--- src/rtl/sram_bus_arbiter.sv ---
`default_nettype none
// ============================================================================
// sram_bus_arbiter : shares one SRAM-like bus between the IF fetch port and the
//                    MEM data port; data wins ties, pipeline stalls until done.
// Revision 1.0
// ============================================================================
module sram_bus_arbiter #(
   parameter int ADDR_W = 32,
   parameter int DATA_W = 32
) (
   input  logic                clk,
   input  logic                rst,
   input  logic                inst_req,
   input  logic [ADDR_W-1:0]   inst_addr,
   output logic [DATA_W-1:0]   inst_rdata,
   output logic                inst_valid,
   input  logic                data_ce,
   input  logic                data_we,
   input  logic [DATA_W/8-1:0] data_sel,
   input  logic [ADDR_W-1:0]   data_addr,
   input  logic [DATA_W-1:0]   data_wdata,
   output logic [DATA_W-1:0]   data_rdata,
   output logic                data_valid,
   output logic                stall_o,
   output logic                bus_req,
   output logic                bus_wr,
   output logic [DATA_W/8-1:0] bus_wstrb,
   output logic [ADDR_W-1:0]   bus_addr,
   output logic [DATA_W-1:0]   bus_wdata,
   input  logic                bus_addr_ok,
   input  logic                bus_data_ok,
   input  logic [DATA_W-1:0]   bus_rdata
);

   typedef enum logic [1:0] {
      IDLE = 2'd0,
      ADDR = 2'd1,
      WAIT = 2'd2
   } state_t;

   state_t              state;
   state_t              next_state;
   logic                pend_d;
   logic                pend_i;
   logic                grant_d;
   logic                grant_i;
   logic                complete;
   logic                owner_data;
   logic                data_done;
   logic                inst_done;
   logic [ADDR_W-1:0]   lat_addr;
   logic                lat_we;
   logic [DATA_W/8-1:0] lat_sel;
   logic [DATA_W-1:0]   lat_wdata;

   always_comb begin
      pend_d     = data_ce & ~data_done;
      pend_i     = inst_req & ~inst_done;
      next_state = state;
      grant_d    = 1'b0;
      grant_i    = 1'b0;
      complete   = 1'b0;
      case (state)
         IDLE: begin
            if (pend_d) begin
               grant_d    = 1'b1;
               next_state = ADDR;
            end else if (pend_i) begin
               grant_i    = 1'b1;
               next_state = ADDR;
            end
         end
         ADDR: begin
            if (bus_addr_ok) begin
               if (bus_data_ok) begin
                  complete   = 1'b1;
                  next_state = IDLE;
               end else begin
                  next_state = WAIT;
               end
            end
         end
         WAIT: begin
            if (bus_data_ok) begin
               complete   = 1'b1;
               next_state = IDLE;
            end
         end
         default: next_state = IDLE;
      endcase
   end

   assign stall_o = pend_d | pend_i | (state != IDLE);

   always_ff @(posedge clk or negedge rst) begin
      if (!rst) begin
         state      <= IDLE;
         bus_req    <= 1'b0;
         owner_data <= 1'b0;
         lat_addr   <= '0;
         lat_we     <= 1'b0;
         lat_sel    <= '0;
         lat_wdata  <= '0;
         data_done  <= 1'b0;
         inst_done  <= 1'b0;
         data_rdata <= '0;
         inst_rdata <= '0;
         data_valid <= 1'b0;
         inst_valid <= 1'b0;
      end else begin
         state      <= next_state;
         bus_req    <= (next_state == ADDR);
         data_valid <= complete & owner_data;
         inst_valid <= complete & ~owner_data;
         if (grant_d | grant_i) begin
            owner_data <= grant_d;
            lat_addr   <= grant_d ? data_addr : inst_addr;
            lat_we     <= grant_d & data_we;
            lat_sel    <= grant_d ? data_sel : '0;
            lat_wdata  <= grant_d ? data_wdata : '0;
         end
         // Stores complete without touching the returned-data registers
         if (complete && !lat_we) begin
            if (owner_data) data_rdata <= bus_rdata;
            else            inst_rdata <= bus_rdata;
         end
         // Done flags hold off re-issue until the pipeline actually advances
         if (!stall_o) begin
            data_done <= 1'b0;
            inst_done <= 1'b0;
         end else if (complete) begin
            if (owner_data) data_done <= 1'b1;
            else            inst_done <= 1'b1;
         end
      end
   end

   assign bus_wr    = lat_we;
   assign bus_wstrb = lat_we ? lat_sel : '0;
   assign bus_addr  = lat_addr;
   assign bus_wdata = lat_wdata;

endmodule
`default_nettype wire

--- config.mk ---
export PLATFORM = sky130hd
export DESIGN_NAME = sram_bus_arbiter
export DESIGN_NICKNAME = d
export VERILOG_FILES = /design/src/rtl/sram_bus_arbiter.sv
export SDC_FILE = /design/constraint.sdc
export NUM_CORES = 1
export LEC_CHECK = 0
export CORE_MARGIN = 4
export CORE_UTILIZATION = 35
export DETAILED_ROUTE_END_ITERATION = 12
export PLACE_DENSITY_LB_ADDON = 0.08
export SYNTH_ARGS = -nofsm -noshare
export SYNTH_HDL_FRONTEND = slang
export SYNTH_SLANG_ARGS = --single-unit
--- constraint.sdc ---
create_clock -name clk -period 2.5 [get_ports clk]
set_input_delay 0.5 -clock clk [delete_from_list [all_inputs] [get_ports clk]]
set_output_delay 0.5 -clock clk [all_outputs]
set_load 0.05 [all_outputs]
* Yosys cells after proc, flatten, opt, wreduce, memory -nomap -nowiden *
Index checks and enable logic that the tools add are counted.

operators by class
  add/sub/neg operators = 0
  multiply operators = 0
  div/mod/pow operators = 0
  order comparisons = 0
  equal/unequal tests = 6
  shift-type cells = 0
  muxes and demuxes = 24
  bitwise logic cells = 11
  reduce and logical (&&, ||, !) cells = 8

operators by type and width
  operator              count
  $mux W32              2
  $mux W1               13
  $mux W2               5
  $mux W4               2
  $reduce_and A2 Y1     4
  $pmux W2 S3           1
  $and A1 B1 Y1         5
  $eq A2 B1 Y1 const B  2
  $ne A2 B1 Y1 const B  2
  $not A1 Y1            3
  $or A1 B1 Y1          3
  $eq A2 B2 Y1 const B  1
  $logic_not A2 Y1      1
  $ne A2 B2 Y1 const B  1
  $pmux W1 S2           1
  $reduce_bool A2 Y1    1
  $logic_and A1 B1 Y1   1
  $logic_not A1 Y1      1

word-level totals
  register bits = 141
  latch bits = 0
  RAM bits = 0
  bits in read-only memories = 0
  input port bits = 139
  output and inout port bits = 137
  logic and storage cells = 62
  memories = 0

* Logic depth before layout (Yosys ltp) *
Gate-level depths: netlist of run 1.

  depth in word-level cells = 6
  mapped depth = 7
  depth with buffers taken out = 5

* Worst setup path after synthesis of run 1 *
No wires, ideal clock.

  kind = register -> register
  start = register state[0]
  end = register inst_rdata[12]
  setup time = 125 ps
  arrival = 1751 ps
  data required time = 2375 ps
  path slack = 624 ps
  stages on the path, launching flop included = 7
  buffers on the path = 1
  period minus slack after synthesis = 1876 ps
  cells stage by stage = dfrtp_1 -> inv_1 -> ha_1 -> nand2_1 -> nor4_4 -> buf_4 -> mux2_2

between the ends
  longest elaborated chain between the ends = 4
  elaborated cells between the ends (all ways) = 5
  those cells by class = eq/ne (2); mux (1); reduce/logical (2)

ends and longest elaborated chain
  element                                       line  RTL
  from (decl)                                   41    state_t state;
  from (signal assigned)                        111   state <= next_state;
  $eq A2 B2 Y1 or $eq A2 B1 Y1 (tied branches)  63    case (state)
  $pmux W1 S2 *                                 63
  $logic_and A1 B1 Y1 *                         123   if (complete && !lat_we) begin
  $reduce_and A2 Y1 (no line) *                 -
  to (signal assigned)                          125   else inst_rdata <= bus_rdata;
  to (decl)                                     15    output logic [DATA_W-1:0] inst_rdata,

Every way passes the cells marked *; elsewhere a longest branch is shown, timed or not.
A chain may end at the register's enable or synchronous reset.

* Final worst setup path of run 1 *
  start = register state[0]
  end = output port stall_o

between the ends
  longest elaborated chain between the ends = 2

ends and longest elaborated chain
  element             line  RTL
  $reduce_bool A2 Y1  93    assign stall_o = pend_d | pend_i | (state != IDLE);
  $or A1 B1 Y1        93
  to (decl)           24    output logic stall_o,

Every way passes these cells.

==> metrics.txt, run 1 <==
H-Tree Depth 4; CTS Hold Bufs 0; drt first pass iters 4; r2r setup slk 0.53 ns; CTS clock-pin slew for the worst setup and hold paths 0.06 ns; CTS Buf Count 17; Routed WL per cell 17.17 um; global-route wire length before repair 24660 um; CP max FO 4; RSZ-0062 raised after global routing false; detailed-routed wire length on met2 about 7600 um; Critical Path RT 2.00 ns; #FFs+latches synth approximately 140; clk buf depth 2; sequential fraction of the synthesis area 0.6244; vias in the first global route 4588; Final Max Slew Viols 0; Placer Congestion 0.7666; HPWL after DPL 11780 um; outcome complete, no violations; Max Cap Violations 0; Setup violations, final 0; CTS root buf clkbuf_16; metal3 WL 1583 um; WP data arrival 1.88 ns; vias 4227; crit path launch type flop; initial drt markers 138; Filler cells 1298; Die Y-Extent ~140 um; Ant. Diodes 0; Mapped Cells 400; core area 15830 um2; syn nets about 540; Layout Skew 0.008703 ns; Syn Area/Cell approximately 14 um2; Pwr Density 1589 nW/um2; Synth top area share 0.6244; Highest Signal Layer met4; PostCTS Resize Cnt 0; worst slew pin tran 0.5983 ns; die width between 100 and 150 um; Critical Path End Type output pin; initial antenna violation count 0; clk sinks 141; commonest non-fill, non-tap cells in the layout clkdlybuf4s50_1, dfrtp_1, mux2_2; I/O pins approximately 280; Post-route DRC 0; nets@finish approximately 830; r2r startpoint state[0]; WL met1 roughly 6400 um; Synth cell types 33; Rel. slew slack 0.6011; Post-Place Setup Slack roughly 0.24 ns; fin crit share 0.9539; drt total wl 15650 um; Worst VDD drop 0.0007463 V; commonest non-fill, non-tap cell in the layout clkdlybuf4s50_1; setup_tns 0 ns; post-layout total power 14.86 mW; # rows 46; Post-synth EDFFs 0; Worst Setup Path Type flop to output pin; yosys warns 0; CTS tree built; post-synth design cell area between 5000 and 6000 um2; share of cells above drive strength 1 0.1683; Setup WS post-layout 0.1153 ns; Leakage between 4 and 5 nW; GRT Residual Overflow 0; clock latency at the later pin of the worst-skew pair 0.41 ns; Global Route Usage Sum 0.1735; asr flop ratio synth 1.000; final hold vios 0; Vias per Instance 4.640; fmax 0.4193 GHz; Area contributors post-synth dfrtp_1, mux2_2, a22o_1; Hold Path Class input pin to async pin; pin count of the biggest net entering global routing 64; fin util 0.5908; ys flop type dfrtp_1; full die area 18240 um2; fin crit period about 2.4 ns; Critical R2R Capture data_rdata[12]; postcts setup bufs 0; Initial Util 0.3570; R2R depth 6; Final ANT Viol Nets 0; area delta synth->final 65.50%; cell taking the most area after synthesis dfrtp_1; PortBufs 275
-- worst max-delay path by stage --
| stage | start | endpoint | depth (start not counted) | slack [ns] |
|---|---|---|---|---|
| 2_1_floorplan | state[0] | inst_rdata[12] | 6 | 0.62 |
| 3_3_place_gp | data_ce | stall_o | 4 | 0.25 |
| 3_5_place_dp | bus_data_ok | data_rdata[6] | 5 | 0.24 |
| 4_1_cts | bus_wr | bus_wstrb[1] | 2 | 0.001 |
| 5_1_grt | state[1] | stall_o | 5 | 0.001 |
| 6_report | state[0] | stall_o | 5 | 0.12 |
-- routing by layer --
metal  GRT usage  up-vias
met5           0        -
met3     0.07861        8
met4     0.04367        0
met1      0.2117     2039
met2      0.2821      182
li1            -     1998
-- metrics by stage --
| step | std cells | area, um2 | hold WS [ns] |
|---|---|---|---|
| 2_1_floorplan | 400 | 5650 | 0.2044 |
| 3_3_place_gp | 879 | 8691 | 0.4760 |
| 3_5_place_dp | 879 | 8691 | 0.4880 |
| 4_1_cts | 911 | 9346 | 0.07786 |
| 5_1_grt | 911 | 9351 | 0.09963 |
| 6_report | 911 | 9351 | 0.06407 |
-- cell families after synthesis --
group,synth area share
mux,0.1842
simple gates,0.02657
compound gates,0.1074
buf+inv,0.04849
flops,0.6244
fa+ha+maj,0.008858
-- area by class of cell --
cell class                      instances  area [um2]  area share
Timing Repair Buffer                  287        2899      0.3100
Tap cell                              216       270.3     0.02890
Clock inverter                         14       216.5     0.02315
Clock buffer                           18       439.2     0.04696
Inverter                               36       135.1     0.01445
Multi-Input combinational cell        199        1863      0.1992
Sequential cell                       141        3528      0.3773
-- state kept, by name (all words and copies together) (netlist names) --
name	cells
bus_addr	32
bus_req	1
bus_wdata	32
bus_wr	1
data_done	1
data_rdata	32
data_valid	1
inst_done	1
inst_rdata	32
inst_valid	1
lat_sel	4
owner_data	1
state	2
-- cells in the mapped netlist, drive strengths merged, types with 2 or more instances --
library cell,instances
ha,4
dfrtp,141
o22ai,32
a21oi,2
nand2,2
nor2b,2
o21a,2
clkbuf,12
mux2,64
and2,5
inv,36
buf,12
mux2i,32
nand2b,3
a22o,37
-- critical path, cell delays in order, from the launching register on --
cell     delay, ns
dfrtp_1       0.40
inv_1         0.12
ha_2          0.24
inv_1         0.08
or3_1         0.45
buf_12        0.19
-- power by group --
| group | total [mW] | internal (mW) | switching [mW] | leakage [nW] |
|---|---|---|---|---|
| registers | 3.94 | 3.34 | 0.596 | 1.75 |
| clock network | 2.76 | 1.80 | 0.960 | 0.309 |
| logic | 8.16 | 2.99 | 5.17 | 2.13 |
| total | 14.9 | 8.13 | 6.73 | 4.19 |
Note: power is estimated with default switching activity, not from simulation.
==> inputs of run 2 (changes only) <==
- CTS_CLUSTER_SIZE: not set -> 28
==> results of run 2 <==
Final layout, timing and power as in run 1 (identical DEF).
